==> src/rtl/shot_clock_pkg.sv <==
// Shared definitions for the shot clock controller: FSM state encoding,
// default BCD presets and the BCD zero value used for expiry detection.
package shot_clock_pkg;

    typedef enum logic [1:0] {
        IDLE   = 2'd0,
        RUN    = 2'd1,
        HALT   = 2'd2,
        EXPIRE = 2'd3
    } state_t;

    localparam logic [7:0] PRESET_FULL_DEF  = 8'h24;
    localparam logic [7:0] PRESET_SHORT_DEF = 8'h14;
    localparam logic [7:0] BCD_ZERO         = 8'h00;

endpackage

==> src/rtl/shot_clock_ctrl_tick_prescaler.sv <==
// Divides the clock down to the count tick. The counter advances while en
// is high, returns to zero on clr (clr wins over en) and wraps after
// TICK_DIV cycles; tick is high in the cycle the wrap happens.
module tick_prescaler #(
    parameter int TICK_DIV = 50000000
) (
    input  logic clk,
    input  logic rst,
    input  logic en,
    input  logic clr,
    output logic tick
);

    localparam int              CW   = $clog2(TICK_DIV);
    localparam logic [CW-1:0]   LAST = CW'(TICK_DIV - 1);

    logic [CW-1:0] count;

    // Divider counter: clear, advance with wrap, or hold.
    always_ff @(posedge clk or posedge rst) begin
        if (rst) begin
            count <= '0;
        end else if (clr) begin
            count <= '0;
        end else if (en) begin
            count <= (count == LAST) ? '0 : count + CW'(1);
        end
    end

    assign tick = en && !clr && (count == LAST);

endmodule

==> src/rtl/shot_clock_ctrl.sv <==
// Shot clock control stage: drives the count enable and synchronous preset
// load of the cascaded BCD down-counters and sounds the expiry buzzer.
// Optional build macro SHOT_AUTO_RELOAD_EN: when defined, leaving EXPIRE
// loads PRESET_FULL automatically and parks in HALT instead of IDLE.
module shot_clock_ctrl
    import shot_clock_pkg::*;
#(
    parameter int         TICK_DIV     = 50000000,
    parameter logic [7:0] PRESET_FULL  = PRESET_FULL_DEF,
    parameter logic [7:0] PRESET_SHORT = PRESET_SHORT_DEF,
    parameter int         BUZZ_TICKS   = 3
) (
    input  logic       CP,
    input  logic       CR,
    input  logic       start,
    input  logic       pause,
    input  logic       reset24,
    input  logic       reset14,
    input  logic [3:0] q_tens,
    input  logic [3:0] q_units,
    output logic       cnt_en,
    output logic       pe_n,
    output logic [3:0] d_tens,
    output logic [3:0] d_units,
    output logic       buzzer,
    output logic [1:0] state
);

    localparam int            BW        = (BUZZ_TICKS > 1) ? $clog2(BUZZ_TICKS) : 1;
    localparam logic [BW-1:0] BUZZ_LAST = BW'(BUZZ_TICKS - 1);

    state_t        state_q, state_n;
    logic          cnt_en_n, pe_n_n, buzzer_n;
    logic [7:0]    d_q, d_n;
    logic [BW-1:0] buzz_cnt, buzz_cnt_n;
    logic          load_req, q_zero, pre_en, pre_clr, tick;

    assign load_req = reset24 || reset14;
    assign q_zero   = ({q_tens, q_units} == BCD_ZERO);

    // The prescaler runs only while counting or buzzing; a pause freezes it
    // so a resume finishes the partial second. Loads and expiry entry restart it.
    assign pre_en  = !load_req &&
                     (((state_q == RUN) && !pause && !q_zero) || (state_q == EXPIRE));
    assign pre_clr = load_req || ((state_q == RUN) && !pause && q_zero);

    tick_prescaler #(.TICK_DIV(TICK_DIV)) u_prescaler (
        .clk  (CP),
        .rst  (CR),
        .en   (pre_en),
        .clr  (pre_clr),
        .tick (tick)
    );

    // State and all outputs are registered.
    always_ff @(posedge CP or posedge CR) begin
        if (CR) begin
            state_q  <= IDLE;
            cnt_en   <= 1'b0;
            pe_n     <= 1'b1;
            d_q      <= PRESET_FULL;
            buzzer   <= 1'b0;
            buzz_cnt <= '0;
        end else begin
            state_q  <= state_n;
            cnt_en   <= cnt_en_n;
            pe_n     <= pe_n_n;
            d_q      <= d_n;
            buzzer   <= buzzer_n;
            buzz_cnt <= buzz_cnt_n;
        end
    end

    // Next state and outputs; requests resolve as reset24 > reset14 > pause > start.
    always_comb begin
        state_n    = state_q;
        cnt_en_n   = 1'b0;
        pe_n_n     = 1'b1;
        d_n        = d_q;
        buzzer_n   = buzzer;
        buzz_cnt_n = buzz_cnt;
        if (load_req) begin
            state_n    = HALT;
            pe_n_n     = 1'b0;
            d_n        = reset24 ? PRESET_FULL : PRESET_SHORT;
            buzzer_n   = 1'b0;
            buzz_cnt_n = '0;
        end else begin
            case (state_q)
                IDLE: begin
                    // Waits for an explicit load; start and pause do nothing.
                end
                HALT: begin
                    if (!pause && start) begin
                        state_n = RUN;
                    end
                end
                RUN: begin
                    if (pause) begin
                        state_n = HALT;
                    end else if (q_zero) begin
                        state_n    = EXPIRE;
                        buzzer_n   = 1'b1;
                        buzz_cnt_n = '0;
                    end else begin
                        cnt_en_n = tick;
                    end
                end
                EXPIRE: begin
                    buzzer_n = 1'b1;
                    if (tick) begin
                        if (buzz_cnt == BUZZ_LAST) begin
                            buzzer_n   = 1'b0;
                            buzz_cnt_n = '0;
`ifdef SHOT_AUTO_RELOAD_EN
                            state_n    = HALT;
                            pe_n_n     = 1'b0;
                            d_n        = PRESET_FULL;
`else
                            state_n    = IDLE;
`endif
                        end else begin
                            buzz_cnt_n = buzz_cnt + BW'(1);
                        end
                    end
                end
                default: state_n = IDLE;
            endcase
        end
    end

    assign d_tens  = d_q[7:4];
    assign d_units = d_q[3:0];
    assign state   = state_q;

endmodule
==> config.mk <==
export PLATFORM = sky130hd
export DESIGN_NAME = shot_clock_ctrl
export DESIGN_NICKNAME = d
export VERILOG_FILES = /design/src/rtl/shot_clock_pkg.sv /design/src/rtl/shot_clock_ctrl_tick_prescaler.sv /design/src/rtl/shot_clock_ctrl.sv
export SDC_FILE = /design/constraint.sdc
export NUM_CORES = 1
export LEC_CHECK = 0
export BUFFER_PORTS_ARGS = -buffer_cell sky130_fd_sc_hd__buf_2
export CAP_MARGIN = 20
export CORE_MARGIN = 2
export CORE_UTILIZATION = 45
export CTS_BUF_LIST = sky130_fd_sc_hd__clkbuf_8
export CTS_CLUSTER_DIAMETER = 60
export DETAILED_ROUTE_END_ITERATION = 10
export HOLD_SLACK_MARGIN = 0.1
export PLACE_DENSITY = 0.76
export SLEW_MARGIN = 20
export SYNTH_ARGS = -nofsm -noshare
export SYNTH_HDL_FRONTEND = slang
export SYNTH_SLANG_ARGS = --single-unit
export TNS_END_PERCENT = 5
==> constraint.sdc <==
create_clock -name CP -period 2.25 [get_ports CP]
set_input_delay 0.225 -clock CP [delete_from_list [all_inputs] [get_ports CP]]
set_output_delay 0.225 -clock CP [all_outputs]
set_load 0.1 [all_outputs]
==> flow_metrics.py <==
metrics = {
    "floorplan": {
        "pin_count": 27,
        "initial_core_util": 0.467,
        "die_height_um": 74.0,
        "core_area_um2": 4720,
        "die-area_um2": 5480,
        "die_w_um": 74.0,
        "rows": 25,
    },
    "timing": {
        "period_share": 0.966,
        "rsz0062_at_grt": "yes",
        "tns_ns": 0,
        "timing.final.max_slew_violations": 0,
        "setup_ws_ns": 0.0765,
        "clock-skew-final_ns": 0.00386,
        "clock.fmax_mhz": 460,
        "setup_viol": 0,
        "finalHoldViolCount": 0,
        "relSlewSlack": 0.663,
        "worstMarginPinSlew_ns": 0.506,
        "period_minus_slack_ns": 2.17,
    },
    "setup_path": {
        "reg2reg_depth": 5,
        "cp_num_buf_inv": 0,
        "critPathMaxStageDelay_ns": 0.50,
        "cp-end-kind": "register",
        "crit_required_ns": 2.46,
        "r2r-start": "u_prescaler.count[14]",
        "r2r-end": "buzz_cnt[1]",
        "r2r_slack_ns": 0.08,
        "critPathKind": "reg -> reg",
        "crit_chain": "and4_4 -> or4b_4 -> nor4_4 -> or4b_1 -> a31oi_1",
        "worstPathArrival_ns": 2.38,
        "startpoint_type": "register",
        "cpMaxStageDelayCell": "or4b_4",
        "cp_top_family": "simple AND/OR/NAND/NOR gates",
        "critical_path.max_fanout": 5,
    },
    "clock_tree": {
        "clock_latency_ns": 0.29,
        "cts.sinks": 35,
        "clk_path_buf_depth": 2,
        "numCtsBuffers": 5,
        "post_cts_buffers": 0,
        "cts-root-buf": "clkbuf_8",
        "cts_tree": "built",
        "clkTransAtPathRegs_ns": 0.07,
        "htreeDepth": 2,
    },
    "yosys": {
        "synthMuxAreaShare": 0.00454,
        "synth_common_cells": "dfrtp_1, a31oi_1, nand3_1",
        "yosys_register_bits": 35,
        "synth-simple-area-share": 0.299,
        "synth_adder_area_share": 0.0227,
        "synth_xor_area_frac": 0,
        "netlist_area_um2": 2200,
        "ys_types": 56,
        "yosysWarnings": 0,
        "yosys.cell_count.top_type": "dfrtp_1",
        "yosysSeqAreaShare": 0.398,
        "synth_top_area_share": 0.375,
        "synth_top_family_by_area": "simple AND/OR/NAND/NOR gates",
        "synth_area_per_cell_um2": 8.85,
        "syn_inst": 249,
        "synth_area_leaders": "dfrtp_1, a31oi_1, nand3_1",
        "yosysTopAreaCell": "dfrtp_1",
        "ys.flop_type": "dfrtp_1",
        "synth_compound_area_frac": 0.183,
        "postSynth.asyncResetShare": 1.00,
        "synth-edff-count": 0,
    },
    "placed_design": {
        "dp_slack_ns": 0.0566,
        "placed_cells_incl_taps": 347,
        "place_hpwl_um": 3750,
        "io_buffer_count": 20,
        "gp_congestion": 0.827,
    },
    "layout": {
        "final_nets": 306,
        "diodes": 0,
        "layout-drive-gt1-share": 0.273,
        "final_cells": 356,
        "areaGrowthSynthToFinish_pct": 19.8,
    },
    "global_routing": {
        "first_global_vias": 2058,
        "grt_antenna_before_repair": 0,
        "grt_max_degree": 36,
        "grt-ovfl-total": 0,
        "grt_first_pass_wirelength_um": 9580,
        "grt_usage": 0.224,
    },
    "pwr": {
        "power_mw": 1.46,
        "ir_worst_vdd_mv": 0.432,
        "power.leakage_nw": 1.08,
        "p_per_area_nw_per_um2": 553,
    },
    "route": {
        "ant_nets": 0,
        "drt_iter0_markers": 259,
        "wl_per_cell_um": 15.4,
        "drc": 0,
        "vias": 2098,
        "drt_first_pass_iters": 4,
        "routed_wirelength_um": 5500,
        "via_per_inst": 5.89,
    },
    "worst_hold_path": {
        "min_path_type": "in -> reg",
        "hold_depth": 2,
        "min_to": "d_q[4]",
        "hp-start": "reset24",
    },
    "outcome": {
        "status": "finished clean",
    },
    "flow_run": {
        "max_cap_viol_count": 0,
    },
}
cell usage in the layout (no fill, tap or decap), types with 5 or more instances in the layout:
cell type and instances:
clkbuf_8 7, buf_2 20, nor3_1 8, nand4_1 10, nor4_1 6, buf_4 29, inv_1 17, conb_1 6
dfrtp_1 31, nand3_1 19, a31oi_1 25, or3_1 5, nor2_1 10, nand2_1 18, o21ai_0 7
through the flow:
step | utilization | hold slack, ns | cell area, µm²
after floorplan | - | 0.291 | 2260
after global placement | 0.535 | 0.347 | 2530
after detailed placement | 0.535 | 0.354 | 2530
after CTS | 0.559 | 0.109 | 2640
after global routing | 0.559 | 0.119 | 2640
final | 0.559 | 0.114 | 2640
power by group:
part           internal, mW  switching, mW  leakage [nW]
clock network         0.275          0.233        0.0557
registers             0.648         0.0150         0.473
logic                0.0753          0.216         0.549
registers in the layout, indices dropped and copies added (netlist names):
register	count
buzz_cnt	2
buzzer	1
cnt_en	1
d_q	2
pe_n	1
state	2
u_prescaler.count	26
worst max path at each step:
stage	startpoint	to	slack [ns]	depth (start not counted)
floorplan	state[1]	u_prescaler.count[22]	-0.08	10
CTS	u_prescaler.count[1]	u_prescaler.count[13]	0.04	7
global placement	state[0]	u_prescaler.count[21]	0.09	7
detailed placement	u_prescaler.count[1]	u_prescaler.count[16]	0.06	7
finish	u_prescaler.count[14]	buzz_cnt[1]	0.08	5
global route	u_prescaler.count[1]	buzz_cnt[1]	-0.04	6
layout make-up:
cell class	count	area, µm²
Fill cell	423	2080
Multi-Input combinational cell	178	1160
Sequential cell	35	886
Timing Repair Buffer	51	348
Clock buffer	7	96.3
Tap cell	67	83.8
Inverter	17	63.8
Clock inverter	1	3.75
what timing repair did:
| action | in CTS | in global routing |
|---|---|---|
| hold buffers | 1 | 0 |
| hold endpoints to repair | 33 | 0 |
| resized for setup | 0 | 3 |
| endpoints found under the setup margin | 0 | 18 |
worst register-to-register path: cells and delay by family, from the launching register on:
family | cells | cell delay (ns)
and+or+nand+nor | 4 | 1.55
DFF | 1 | 0.39
AOI/OAI and AO/OA | 1 | 0.16
cell families after synthesis:
| logic type | count (synthesis) |
|---|---|
| simple gates | 109 |
| compound gates | 58 |
| buf+inv | 40 |
| flops | 35 |
| fa+ha+maj | 4 |
| other cells | 2 |
| mux | 1 |
per-layer routing:
layer / share of wire / routed length [µm] / vias to the layer above / track usage
li1: - / - / 1000 / -
met3: 0.054 / 297 / 4 / 0.0393
met4: 0.0073 / 40 / 0 / 0.0687
met5: 0 / 0 / - / 0
met2: 0.48 / 2620 / 82 / 0.362
met1: 0.46 / 2540 / 1012 / 0.310
(Power assumes the default switching activity.)
